`src/rtl/submatrix_pkg.sv`:
```
// Shared types and helpers for the submatrix ring buffer: slot-state encoding,
// default submatrix width and the wrapping pointer increment.
package submatrix_pkg;

  localparam int SUBMATRIX_W = 16;
  localparam int PTR_W       = 4;

  typedef logic [PTR_W-1:0] ptr_t;

  typedef enum logic [1:0] {
    SLOT_EMPTY  = 2'd0,
    SLOT_RAW    = 2'd1,
    SLOT_ISSUED = 2'd2,
    SLOT_DONE   = 2'd3
  } slot_state_e;

  // Pointers are sized for the largest ring; depth need not be a power of two.
  function automatic ptr_t ptr_inc(input ptr_t ptr, input int unsigned depth);
    return (ptr == ptr_t'(depth - 1)) ? '0 : ptr + ptr_t'(1);
  endfunction

endpackage

```
`src/rtl/submatrix_slot.sv`:
```
// One ring-buffer slot: lifecycle state plus the submatrix it holds. The top
// level guarantees at most one strobe per slot per cycle.
module submatrix_slot
  import submatrix_pkg::*;
#(
  parameter int DATA_W = SUBMATRIX_W
) (
  input  logic              clk,
  input  logic              rst_n,
  input  logic              i_load,
  input  logic              i_issue,
  input  logic              i_writeback,
  input  logic              i_drain,
  input  logic [DATA_W-1:0] i_load_data,
  input  logic [DATA_W-1:0] i_wb_data,
  output slot_state_e       o_state,
  output logic [DATA_W-1:0] o_data
);

  slot_state_e       r_state;
  logic [DATA_W-1:0] r_data;

  // NOTE: sequential state uses <= so every register samples pre-edge values.
  always_ff @(posedge clk or negedge rst_n) begin
    if (!rst_n) begin
      r_state <= SLOT_EMPTY;
      // NOTE: slot data is cleared on reset too, so no stale submatrix is ever visible.
      r_data  <= '0;
    end else if (i_load) begin
      r_state <= SLOT_RAW;
      r_data  <= i_load_data;
    end else if (i_issue) begin
      r_state <= SLOT_ISSUED;
    end else if (i_writeback) begin
      r_state <= SLOT_DONE;
      r_data  <= i_wb_data;
    end else if (i_drain) begin
      r_state <= SLOT_EMPTY;
    end
  end

  assign o_state = r_state;
  assign o_data  = r_data;

endmodule

```
`src/rtl/submatrix_ring_buffer.sv`:
```
// In-order multi-slot buffer between submatrix generator, encryptor and image
// generator. Optional statistics counters are enabled by SUBMATRIX_STATS_EN.
module submatrix_ring_buffer
  import submatrix_pkg::*;
#(
  parameter  int DATA_W = SUBMATRIX_W,
  parameter  int DEPTH  = 4,
  localparam int OCC_W  = $clog2(DEPTH + 1)
) (
  input  logic              clock,
  input  logic              resetN,
  input  logic              load_valid,
  input  logic [DATA_W-1:0] load_data,
  output logic              load_ready,
  output logic              enc_in_valid,
  output logic [DATA_W-1:0] enc_in_data,
  input  logic              enc_in_ready,
  input  logic              enc_out_valid,
  input  logic [DATA_W-1:0] enc_out_data,
  output logic              out_valid,
  output logic [DATA_W-1:0] out_data,
  input  logic              out_ready,
  output logic [OCC_W-1:0]  occupancy,
  output logic              err_unexpected,
  output logic [15:0]       stat_done,
  output logic [15:0]       stat_stall
);

  ptr_t             r_wr, r_iss, r_ret, r_rd;
  logic [OCC_W-1:0] r_occ;
  logic             r_err;

  slot_state_e       w_state [DEPTH];
  logic [DATA_W-1:0] w_data  [DEPTH];
  slot_state_e       w_wr_state, w_iss_state, w_ret_state, w_rd_state;
  logic [DATA_W-1:0] w_iss_data, w_rd_data;
  logic              w_load, w_issue, w_ret_ok, w_drain;

  always_comb begin
    // NOTE: every combinational output gets a default first so no path infers a latch.
    w_wr_state  = SLOT_EMPTY;
    w_iss_state = SLOT_EMPTY;
    w_ret_state = SLOT_EMPTY;
    w_rd_state  = SLOT_EMPTY;
    w_iss_data  = '0;
    w_rd_data   = '0;
    for (int i = 0; i < DEPTH; i++) begin
      if (r_wr == ptr_t'(i))  w_wr_state = w_state[i];
      if (r_ret == ptr_t'(i)) w_ret_state = w_state[i];
      if (r_iss == ptr_t'(i)) begin
        w_iss_state = w_state[i];
        w_iss_data  = w_data[i];
      end
      if (r_rd == ptr_t'(i)) begin
        w_rd_state = w_state[i];
        w_rd_data  = w_data[i];
      end
    end
  end

  // Handshake outputs decode registered slot state only.
  assign load_ready   = (w_wr_state == SLOT_EMPTY);
  assign enc_in_valid = (w_iss_state == SLOT_RAW);
  assign enc_in_data  = w_iss_data;
  assign out_valid    = (w_rd_state == SLOT_DONE);
  assign out_data     = w_rd_data;

  assign w_load   = load_valid && load_ready;
  assign w_issue  = enc_in_valid && enc_in_ready;
  assign w_ret_ok = enc_out_valid && (w_ret_state == SLOT_ISSUED);
  assign w_drain  = out_valid && out_ready;

  for (genvar g = 0; g < DEPTH; g++) begin : g_slot
    submatrix_slot #(.DATA_W(DATA_W)) u_slot (
      .clk         (clock),
      .rst_n       (resetN),
      .i_load      (w_load   && (r_wr  == ptr_t'(g))),
      .i_issue     (w_issue  && (r_iss == ptr_t'(g))),
      .i_writeback (w_ret_ok && (r_ret == ptr_t'(g))),
      .i_drain     (w_drain  && (r_rd  == ptr_t'(g))),
      .i_load_data (load_data),
      .i_wb_data   (enc_out_data),
      .o_state     (w_state[g]),
      .o_data      (w_data[g])
    );
  end

  always_ff @(posedge clock or negedge resetN) begin
    if (!resetN) begin
      r_wr  <= '0;
      r_iss <= '0;
      r_ret <= '0;
      r_rd  <= '0;
      r_occ <= '0;
      r_err <= 1'b0;
    end else begin
      if (w_load)   r_wr  <= ptr_inc(r_wr,  DEPTH);
      if (w_issue)  r_iss <= ptr_inc(r_iss, DEPTH);
      if (w_ret_ok) r_ret <= ptr_inc(r_ret, DEPTH);
      if (w_drain)  r_rd  <= ptr_inc(r_rd,  DEPTH);
      // A result with no ISSUED slot at the return pointer is dropped and flagged.
      if (enc_out_valid && !w_ret_ok) r_err <= 1'b1;
      if (w_load && !w_drain)      r_occ <= r_occ + OCC_W'(1);
      else if (!w_load && w_drain) r_occ <= r_occ - OCC_W'(1);
    end
  end

  assign occupancy      = r_occ;
  assign err_unexpected = r_err;

`ifdef SUBMATRIX_STATS_EN
  logic [15:0] r_stat_done, r_stat_stall;

  always_ff @(posedge clock or negedge resetN) begin
    if (!resetN) begin
      r_stat_done  <= '0;
      r_stat_stall <= '0;
    end else begin
      if (w_drain && (r_stat_done != 16'hFFFF))
        r_stat_done <= r_stat_done + 16'd1;
      if (load_valid && !load_ready && (r_stat_stall != 16'hFFFF))
        r_stat_stall <= r_stat_stall + 16'd1;
    end
  end

  assign stat_done  = r_stat_done;
  assign stat_stall = r_stat_stall;
`else
  assign stat_done  = '0;
  assign stat_stall = '0;
`endif

endmodule

```
`config.mk`:
```
export PLATFORM = sky130hd
export DESIGN_NAME = submatrix_ring_buffer
export DESIGN_NICKNAME = d
export VERILOG_FILES = /design/src/rtl/submatrix_pkg.sv /design/src/rtl/submatrix_slot.sv /design/src/rtl/submatrix_ring_buffer.sv
export SDC_FILE = /design/constraint.sdc
export NUM_CORES = 1
export LEC_CHECK = 0
export ABC_AREA = 0
export CAP_MARGIN = 30
export CORE_UTILIZATION = 49
export DETAILED_ROUTE_END_ITERATION = 8
export GPL_TIMING_DRIVEN = 0
export PLACE_DENSITY_LB_ADDON = 0.12
export SETUP_SLACK_MARGIN = 0.2
export SYNTH_ARGS = -nofsm -noshare
export SYNTH_HDL_FRONTEND = slang
export SYNTH_SLANG_ARGS = --single-unit
export TNS_END_PERCENT = 10
```
`constraint.sdc`:
```
create_clock -name clock -period 2.5 [get_ports clock]
set_input_delay 0.5 -clock clock [delete_from_list [all_inputs] [get_ports clock]]
set_output_delay 0.5 -clock clock [all_outputs]
set_load 0.005 [all_outputs]
```
==> out/metrics.cfg <==
[outcome]
status=finished with violations
violations=negative setup slack

[route]
dr_total_vias=6495
wirelength_mm=22.6
vias_per_cell=6.29
ant_nets=0
drt-pass1-iter-count=7
drt_iter0_markers=725
wl_per_cell_um=21.9
drc=0

[logic_synthesis]
netlist_instances=703
yosysTopAreaCell=dfrtp_1
yosys-top-cells-area=dfrtp_1, nand2_1, mux2i_1
ys_seq_area_share_pct=37.0
ys.flop_type=dfrtp_1
syn-mean-instance-area_um2=8.85
syn-cell-area_um2=6220
synth_cell_types=65
async_reset_ff_share_pct=100
yosys_warnings=0
ys_ff_latch=92
yosysTopAreaCellShare_pct=37.0
synth_most_common_cell=nand2_1
synth-edff-count=0
synth_commonest_cells=nand2_1, dfrtp_1, nor2_1

[critical_path]
worst-setup-path-type=reg -> reg
cp.depth=13
startpoint=r_rd[0]
path_delay_family=adder cells
required_ns=2.75
slowest_stage=dfrtp_2
path_buf_inv=5
startpoint_type=flip-flop
cp_max_fo=4
cp_cell_sequence=inv_4, ha_4, nor4b_4, buf_6, buf_6, a32o_2, a21oi_4, nor2b_4, inv_2, ha_4, inv_2, fa_2, mux2_2
arrival_ns=2.97
r2r_cells=13
endpoint_kind=flip-flop
reg2reg_from=r_rd[0]
cpPeakStageDelay_ns=0.46
r2r-end=occupancy[1]
endpoint=occupancy[1]
r2r_setup_slack_ns=-0.23

[global_routing]
gr-total-overflow=0
grt_pass1_vias=6316
grt_max_degree=65
grt_pass1_wl_mm=34.1
track_usage_pct=34.8
antenna_found_initial=0

[pwr]
totalPowerFinal_mw=12.1
p_leak_nw=3.90
p_per_area_nw_per_um2=1410
ir_drop_uv=667

[placement]
place_congestion=0.918
place_hpwl_mm=14.9
post_dp_cell_area_um2=7400
pre_cts_ws_ns=-0.775
portBuffers=76

[clock_tree]
cts_buffer_depth=2
cts_buffers=9
cts_hold_buf=0
clk_pin_slew_worst_paths_ns=0.07
cts_num_sinks=92
cts-root-buf=clkbuf_16
clk_latency_ns=0.36
cts_max_level=3
cts_tree=built

[timing]
final-setup-viol-count=51
skew_ns=0.00787
hold_viol=0
fmax_ghz=0.367
fin_ws_ns=-0.226
tightest_slew_ns=0.855
rsz0062_at_grt=true
slew_headroom_pct=42.8
slew_violations=0
min_period_ns=2.73
min_period_over_period_pct=109

[layout]
layout-drive-gt1-share_pct=30.6
design_area_um2=8560
area_delta_synth_final_pct=37.6
fin_nets=917
final_util_pct=70.1
fillers=942
diodes=0

[floorplan]
die_w_um=115
die_h_um=115
die_area_um2=13200
start_util_pct=51.0
rows=40
io_pins=109
fp.coreArea_um2=12200

[flow_run]
drv_cap=0

[worst_hold_path]
holdCritPathClass=in -> async

## cells by family (layout without fill, tap and decap cells)
kind of cell / count (synthesis) / after routing / share of synthesized area (%)
flops: 92 / 92 / 37.0
mux: 40 / 40 / 6.59
compound gates: 202 / 202 / 24.3
xor+xnor: 4 / 4 / 0.563
other cells: 1 / 32 / 0.0603
simple gates: 242 / 242 / 18.7
fa+ha+maj: 18 / 18 / 3.74
buf+inv: 104 / 235 / 9.05
## power by group
part           total, mW  leakage [nW]  switching (mW)  internal [mW]
sequential          2.98          1.11           0.806           2.17
combinational       7.63          2.65            4.04           3.59
clock               1.51         0.148           0.633          0.872
total               12.1          3.90            5.48           6.64
## layout by cell type, fill, tap and decap left out, drive strengths merged, types with 4 or more instances in the layout
cell / netlist / routed
o211ai: 36 / 36
nor2: 63 / 63
o311ai: 17 / 17
nor3b: 5 / 5
nand2b: 4 / 4
nand2: 110 / 110
nor2b: 4 / 4
a21oi: 41 / 41
inv: 17 / 18
clkdlybuf4s50: 0 / 40
a221oi: 16 / 16
ha: 17 / 17
buf: 49 / 129
nand3: 8 / 8
mux2: 8 / 8
o31ai: 16 / 16
mux2i: 32 / 32
nand4: 21 / 21
o21ai: 39 / 39
clkbuf: 38 / 41
dfrtp: 92 / 92
and2: 8 / 8
a221o: 17 / 17
conb: 1 / 32
## area by class of cell
class | count | area (µm²) | share of cell area (%)
Buffer | 87 | 704 | 8.23
Clock buffer | 9 | 225 | 2.63
Clock inverter | 6 | 88.8 | 1.04
Inverter | 17 | 68.8 | 0.804
Multi-Input combinational cell | 538 | 3980 | 46.4
Sequential cell | 92 | 2300 | 26.9
Tap cell | 168 | 210 | 2.46
Timing Repair Buffer | 116 | 985 | 11.5
## worst min path at each step
stage                         from                    endpoint  slack, ns  depth (start not counted)
floorplan                   resetN              err_unexpected       0.20                          0
global placement    err_unexpected              err_unexpected       0.44                          1
detailed placement  err_unexpected              err_unexpected       0.45                          1
CTS                         resetN  g_slot[1].u_slot.o_data[1]       0.08                          1
global route                resetN  g_slot[2].u_slot.o_data[3]       0.09                          1
finish                      resetN  g_slot[3].u_slot.o_data[1]       0.07                          1
## worst register-to-register path, stage by stage (launching register included)
cell     delay, ns
dfrtp_2       0.46
inv_4         0.10
ha_4          0.15
nor4b_4       0.27
buf_6         0.18
buf_6         0.10
a32o_2        0.14
a21oi_4       0.08
nor2b_4       0.18
inv_2         0.06
ha_4          0.16
inv_2         0.05
fa_2          0.42
mux2_2        0.27
## sequential cells by signal, summed over array words and instances, names as in the netlist
name and count:
g_slot.u_slot.o_data 64, r_rd 4, err_unexpected 1, r_ret 4
r_iss 4, g_slot.u_slot.o_state 8, occupancy 3, r_wr 4
## stage by stage
step / hold slack (ns) / setup TNS, ns / std cells
6_report: 0.0723 / -5.92 / 1033
4_1_cts: 0.0825 / -7.09 / 1026
3_3_place_gp: 0.443 / -272.08 / 978
5_1_grt: 0.0931 / -9.29 / 1033
3_5_place_dp: 0.447 / -44.87 / 979
2_1_floorplan: 0.204 / 0 / 734
## per-layer routing
metal	GRT usage, %	wire (µm)
met1	44.6	8720
met5	0	0
met2	54.9	10400
met4	15.6	972
met3	9.85	2510
## what timing repair did
action | 4_1_cts | 5_1_grt
endpoints found under the setup margin | 110 | 107
pin swaps | 49 | 53
resized for setup | 264 | 84
setup buffers | 31 | 7
cloned | 1 | 0
(Power assumes the default switching activity.)
